## config.mk

```make
export PLATFORM = sky130hd
export DESIGN_NAME = key_event_queue_flat
export DESIGN_NICKNAME = d
export VERILOG_FILES = /design/src/rtl/key_event_queue_pkg.sv /design/src/rtl/key_event_queue_if.sv /design/src/rtl/key_event_queue_fifo.sv /design/src/rtl/key_event_queue.sv /design/src/flat_wrapper.sv
export SDC_FILE = /design/constraint.sdc
export NUM_CORES = 1
export LEC_CHECK = 0
export BUFFER_PORTS_ARGS = -buffer_cell sky130_fd_sc_hd__buf_2
export CAP_MARGIN = 20
export CORE_ASPECT_RATIO = 0.5
export CORE_MARGIN = 4
export CORE_UTILIZATION = 40
export DETAILED_ROUTE_END_ITERATION = 10
export PLACE_DENSITY_LB_ADDON = 0.25
export SKIP_LAST_GASP = 1
export SYNTH_ARGS = -nofsm -noshare
export SYNTH_HDL_FRONTEND = slang
export SYNTH_SLANG_ARGS = --single-unit
```

## constraint.sdc

```tcl
create_clock -name clk -period 3 [get_ports clk]
set_input_delay 0.45 -clock clk [delete_from_list [all_inputs] [get_ports clk]]
set_output_delay 0.45 -clock clk [all_outputs]
set_load 0.03 [all_outputs]
```

## src/rtl/key_event_queue_pkg.sv

```systemverilog
// Shared constants for the key event queue: rd_data field layout and a
// ceil-log2 helper used to size pointers and key indices.
package key_event_pkg;

    localparam int NONEMPTY_BIT = 31;
    localparam int OVF_BIT      = 30;
    localparam int COUNT_LSB    = 16;
    localparam int COUNT_W      = 8;
    localparam int KEY_LSB      = 0;
    localparam int KEY_W        = 16;

    function automatic int clog2(input int value);
        int result;
        result = 0;
        for (int v = value - 1; v > 0; v = v >> 1) begin
            result = result + 1;
        end
        return result;
    endfunction

endpackage

```

## src/rtl/key_event_queue_if.sv

```systemverilog
// Bus between the debounce/MMIO side (master) and the key event queue (slave).
interface key_event_queue_if #(
    parameter int NUM_KEYS = 4
);

    logic [NUM_KEYS-1:0] key_pulse;
    logic                rd_en;
    logic                clr_ovf;
    logic [31:0]         rd_data;
    logic                irq;

    modport master (
        output key_pulse,
        output rd_en,
        output clr_ovf,
        input  rd_data,
        input  irq
    );

    modport slave (
        input  key_pulse,
        input  rd_en,
        input  clr_ovf,
        output rd_data,
        output irq
    );

endinterface

```

## src/rtl/key_event_queue_fifo.sv

```systemverilog
// Show-ahead synchronous FIFO; a push into a full FIFO is accepted when a
// pop happens in the same cycle.
module sync_fifo
    import key_event_pkg::*;
#(
    parameter int WIDTH = 2,
    parameter int DEPTH = 8
) (
    input  logic             clk,
    input  logic             rst_n,
    input  logic             push_i,
    input  logic [WIDTH-1:0] wdata_i,
    input  logic             pop_i,
    output logic [WIDTH-1:0] rdata_o,
    output logic             push_acc_o,
    output logic             empty_o,
    output logic [clog2(DEPTH):0] count_o
);

    localparam int PTR_W = clog2(DEPTH);
    localparam int CNT_W = PTR_W + 1;

    logic [WIDTH-1:0] mem [DEPTH];
    logic [PTR_W-1:0] wrPtrQ, wrPtrD;
    logic [PTR_W-1:0] rdPtrQ, rdPtrD;
    logic [CNT_W-1:0] countQ, countD;
    logic             full;
    logic             empty;
    logic             doPush;
    logic             doPop;

    assign full  = (countQ == CNT_W'(DEPTH));
    assign empty = (countQ == '0);

    // Pop on empty is ignored; a pop frees the slot the simultaneous push needs.
    assign doPop  = pop_i & ~empty;
    assign doPush = push_i & (~full | doPop);

    always_comb begin
        wrPtrD = wrPtrQ;
        rdPtrD = rdPtrQ;
        countD = countQ;
        if (doPush) begin
            wrPtrD = wrPtrQ + PTR_W'(1);
        end
        if (doPop) begin
            rdPtrD = rdPtrQ + PTR_W'(1);
        end
        if (doPush && !doPop) begin
            countD = countQ + CNT_W'(1);
        end else if (doPop && !doPush) begin
            countD = countQ - CNT_W'(1);
        end
    end

    always_ff @(posedge clk) begin
        if (!rst_n) begin
            wrPtrQ <= '0;
            rdPtrQ <= '0;
            countQ <= '0;
        end else begin
            wrPtrQ <= wrPtrD;
            rdPtrQ <= rdPtrD;
            countQ <= countD;
        end
    end

    always_ff @(posedge clk) begin
        if (doPush) begin
            mem[wrPtrQ] <= wdata_i;
        end
    end

    assign rdata_o    = empty ? '0 : mem[rdPtrQ];
    assign push_acc_o = doPush;
    assign empty_o    = empty;
    assign count_o    = countQ;

endmodule

```

## src/rtl/key_event_queue.sv

```systemverilog
// Collects debounced key press pulses, arbitrates them lowest-index first and
// queues their indices for software, flagging lost events with a sticky bit.
module key_event_queue
    import key_event_pkg::*;
#(
    parameter int NUM_KEYS = 4,
    parameter int DEPTH    = 8
) (
    input  logic            clk,
    input  logic            rst_n,
    key_event_queue_if.slave bus
);

    localparam int KEY_IDX_W = (NUM_KEYS > 1) ? clog2(NUM_KEYS) : 1;
    localparam int CNT_W     = clog2(DEPTH) + 1;

    logic [NUM_KEYS-1:0]  pendQ, pendD;
    logic                 ovfQ, ovfD;
    logic [NUM_KEYS-1:0]  grant;
    logic [KEY_IDX_W-1:0] grantIdx;
    logic                 grantValid;
    logic                 lostPulse;
    logic                 droppedPush;
    logic                 pushAcc;
    logic                 fifoEmpty;
    logic [KEY_IDX_W-1:0] headIdx;
    logic [CNT_W-1:0]     fifoCount;

    always_comb begin
        grant      = '0;
        grantIdx   = '0;
        grantValid = 1'b0;
        for (int i = 0; i < NUM_KEYS; i++) begin
            if (pendQ[i] && !grantValid) begin
                grant[i]   = 1'b1;
                grantIdx   = KEY_IDX_W'(i);
                grantValid = 1'b1;
            end
        end
    end

    // A pulse on a key that is already waiting merges into it and counts as lost.
    assign lostPulse   = |(bus.key_pulse & pendQ & ~grant);
    assign droppedPush = grantValid & ~pushAcc;
    assign pendD       = (pendQ & ~grant) | bus.key_pulse;

    always_comb begin
        ovfD = ovfQ;
        if (lostPulse || droppedPush) begin
            ovfD = 1'b1;
        end else if (bus.clr_ovf) begin
            ovfD = 1'b0;
        end
    end

    always_ff @(posedge clk) begin
        if (!rst_n) begin
            pendQ <= '0;
            ovfQ  <= 1'b0;
        end else begin
            pendQ <= pendD;
            ovfQ  <= ovfD;
        end
    end

    sync_fifo #(
        .WIDTH (KEY_IDX_W),
        .DEPTH (DEPTH)
    ) u_fifo (
        .clk        (clk),
        .rst_n      (rst_n),
        .push_i     (grantValid),
        .wdata_i    (grantIdx),
        .pop_i      (bus.rd_en),
        .rdata_o    (headIdx),
        .push_acc_o (pushAcc),
        .empty_o    (fifoEmpty),
        .count_o    (fifoCount)
    );

    always_comb begin
        bus.rd_data                         = '0;
        bus.rd_data[NONEMPTY_BIT]           = ~fifoEmpty;
        bus.rd_data[OVF_BIT]                = ovfQ;
        bus.rd_data[COUNT_LSB +: COUNT_W]   = COUNT_W'(fifoCount);
        bus.rd_data[KEY_LSB +: KEY_W]       = KEY_W'(headIdx);
    end

    assign bus.irq = ~fifoEmpty | ovfQ;

endmodule

```

## src/flat_wrapper.sv

```systemverilog
// flat-port wrapper written by rule: the top's interface ports become plain ports
module key_event_queue_flat import key_event_pkg::*;
#(
    parameter int NUM_KEYS = 4,
    parameter int DEPTH    = 8
)
  (clk, rst_n, bus_key_pulse, bus_rd_en, bus_clr_ovf, bus_rd_data, bus_irq);
  key_event_queue_if #(.NUM_KEYS(NUM_KEYS)) bus_i ();
  input  logic clk;
  input  logic rst_n;
  input wire logic [$bits(bus_i.key_pulse)-1:0] bus_key_pulse;
  input wire logic [$bits(bus_i.rd_en)-1:0] bus_rd_en;
  input wire logic [$bits(bus_i.clr_ovf)-1:0] bus_clr_ovf;
  output wire logic [$bits(bus_i.rd_data)-1:0] bus_rd_data;
  output wire logic [$bits(bus_i.irq)-1:0] bus_irq;
  assign bus_i.key_pulse = bus_key_pulse;
  assign bus_i.rd_en = bus_rd_en;
  assign bus_i.clr_ovf = bus_clr_ovf;
  assign bus_rd_data = bus_i.rd_data;
  assign bus_irq = bus_i.irq;
  key_event_queue #(.NUM_KEYS(NUM_KEYS), .DEPTH(DEPTH)) u_core (.clk(clk), .rst_n(rst_n), .bus(bus_i));
endmodule
```

==> impl_metrics.py <==
metrics = {
    "status": {
        "outcome": "finished, final reports clean",
    },
    "synthesis": {
        "syn_inst": 150,
        "synth_area_leader_cell": "edfxtp_1",
        "yosysWarnings": 0,
        "synth.top_cell.area_share_pct": 28.2,
        "ys_seq_area_share_pct": 49.4,
        "synth_area_um2": 1700,
        "synth-seq-cells": 34,
        "synth.area.top_cells": "edfxtp_1 (28%), dfxtp_1 (21%), buf_4 (11%)",
        "synth_flop_cell": "dfxtp_1",
        "ys_async_sr_fraction_pct": 0,
        "avgSynthCellArea_um2": 11.4,
        "synth-edff-count": 16,
        "yosysUniqueCellTypes": 33,
    },
    "die": {
        "die_h_um": 54.1,
        "core-area_um2": 4000,
        "initial_core_util_pct": 42.5,
        "die_w_um": 100,
        "rows": 16,
        "die-area_um2": 5430,
        "io_pins": 41,
    },
    "power_and_ir_drop": {
        "ir_drop_mv": 0.497,
        "power_density_nw_per_um2": 998,
        "power.share.sequential_pct": 35.5,
        "pwr-share-comb_pct": 37.0,
        "sw_frac_of_total_pct": 36.3,
        "p_clk_share_pct": 27.6,
        "p_int_uw": 1200,
        "power.leakage_uw": 0.000768,
        "p_sw_uw": 683,
    },
    "min_path": {
        "min_path_cells": 2,
        "hp-class": "in2reg",
    },
    "cells_and_area": {
        "instances_no_fill": 224,
        "final_nets": 183,
        "antenna_cells": 0,
        "drive_gt1_share_pct": 20.0,
        "areaGrowthSynthToFinish_pct": 10.7,
    },
    "routing": {
        "via_per_inst": 4.58,
        "dr_total_vias": 1026,
        "wirelength_um": 2840,
        "drc": 0,
        "ant_nets": 0,
        "routedWlPerCell_um": 12.7,
        "drtPass1Iterations": 4,
        "first_iter_violations": 84,
    },
    "placed_design": {
        "placed_cells": 216,
        "gp_congestion": 0.727,
        "hpwl_um": 2170,
        "numPortBuffers": 16,
    },
    "critical_path": {
        "endpoint_kind": "flop",
        "path_cells": "nor3_1, a31o_2, inv_2, ha_1, inv_1, ha_1, a21oi_1, a211oi_1, a31oi_1, mux2i_1",
        "crit_type": "reg2reg",
        "cp.arrival_ps": 2660,
        "cp.required_ps": 3220,
        "crit_top_cell": "ha_1",
        "reg2regPathDepth": 10,
        "crit_buf_inv": 2,
        "max_stage_delay_ps": 390,
        "cp_top_family": "compound AO/OA/AOI/OAI gates",
        "path_max_fanout": 7,
        "cp_slowest_cell": "dfxtp_1",
        "setup.worst_path.start_class": "flop",
        "worst-path-stages": 10,
    },
    "global_routing": {
        "use_met3_pct": 3.62,
        "grt_use_total_pct": 11.7,
        "grt_overflow": 0,
        "first_global_vias": 948,
        "grtUsageMet2_pct": 18.2,
        "antenna_found_initial": 0,
        "globalRouteMet1Util_pct": 15.2,
        "top_usage_layer": "met2",
        "grt_max_degree": 19,
        "grt_pass1_wl_um": 4640,
    },
    "clock_tree": {
        "htreeDepth": 2,
        "cts_inserted_buffers": 5,
        "cts_hold_buf": 0,
        "cts_buffer_depth": 2,
        "path_clk_slew_ps": 70,
        "cts_tree": "done",
        "root_buffer": "clkbuf_8",
        "clk_latency_ps": 290,
        "cts_resized": 0,
        "cts.sinks": 34,
        "cts_setup_buffers": 0,
    },
    "sta": {
        "tightest_slew_ps": 846,
        "hold_viol_final": 0,
        "fin_skew_ps": 6.18,
        "drv_slew": 0,
        "finalSetupViolCount": 0,
        "setup_tns_ps": 0,
        "max_freq_mhz": 410,
        "min_period_ps": 2440,
        "rsz0062_at_grt": "false",
        "slew_headroom_pct": 43.2,
        "finalCritPeriodShare_pct": 81.2,
    },
    "run": {
        "max_cap_viol_count": 0,
    },
}
cells by family (layout without fill, tap and decap cells):
group	after synthesis	after routing	share of synthesized area, %
flip-flops	34	34	49.4
buffers and inverters	33	30	12.8
AND/OR/NAND/NOR	46	46	15.3
XOR/XNOR	5	5	2.57
other	1	24	0.220
multiplexers	9	9	8.23
AO/OA/AOI/OAI	16	16	6.69
adder cells (fa/ha/maj)	6	6	4.85
layout make-up:
type,count,area [um2]
fillers,359,2120
flip-flops and latches,34,841
clock buffers,6,82.6
clock inverters,2,60.1
multi-input cells,106,731
well taps,54,67.6
repair buffers,16,80.1
inverters,6,22.5
layer usage:
metal  vias to the layer above  wire (um)  part of all wire [%]
met1                       468       1380                    49
met2                        37       1220                    43
met3                         6        185                   6.5
met4                         0         56                   2.0
li1                        515          -                     -
met5                         -          0                     0
through the flow:
step                power (uW)  setup slack (ps)  utilization, %  cell area (um2)  hold WS (ps)
global route              1990               366            47.1             1880           364
finish                    1880               563            47.1             1880           364
global placement          1370               652            43.5             1740           506
floorplan                 1230               628               -             1790           467
detailed placement        1380               623            43.5             1740           494
CTS                       1900               554            47.1             1880           355
Yosys cell counts, types with 4 or more instances:
master    count
and2_1        9
buf_4        25
dfxtp_1      18
edfxtp_1     16
ha_1          5
inv_1         4
mux2i_1       5
mux4_2        4
nand2_1       9
nand2b_1      4
nand3_1       4
nor2_1        8
nor3_1        6
o21a_1        5
xnor2_1       5
cells in the final DEF (no fill, tap or decap), types with 5 or more instances in the layout:
master     n
dfxtp_1   18
nand2_1    9
ha_1       5
mux2i_1    5
buf_2     16
nor2_1     8
xnor2_1    5
o21a_1     5
edfxtp_1  16
clkbuf_8   6
and2_1     9
nor3_1     6
conb_1    24
path summary, 6_finish.rpt:
check	startpoint	to	slack (ps)
setup / recovery	u_core.u_fifo.count_o[0]$_SDFFE_PN0P_	u_core.u_fifo.count_o[3]$_SDFFE_PN0P_	560
setup reg to reg	u_core.u_fifo.count_o[0]$_SDFFE_PN0P_	u_core.u_fifo.count_o[3]$_SDFFE_PN0P_	560
hold / removal	bus_key_pulse[0]	u_core.pendQ[0]$_SDFF_PN0_	360
hold reg to reg	u_core.u_fifo.rdPtrQ[1]$_SDFFE_PN0N_	u_core.u_fifo.rdPtrQ[1]$_SDFFE_PN0N_	510
power by group through the flow:
stage	sequential [uW]	clock, uW	combinational, uW
detailed placement	679	0	700
CTS	670	528	704
global placement	676	0	695
global route	688	544	758
finish	667	519	695
floorplan	703	0	530
sequential cells by signal, summed over array words and instances (netlist names), named ones only:
signal,cells
u_core.pendQ,4
u_core.u_fifo.count_o,4
u_core.u_fifo.rdPtrQ,3
u_core.u_fifo.wrPtrQ,3
u_core.u_fifo.mem,16
u_core.ovfQ,1
(Power assumes the default switching activity.)
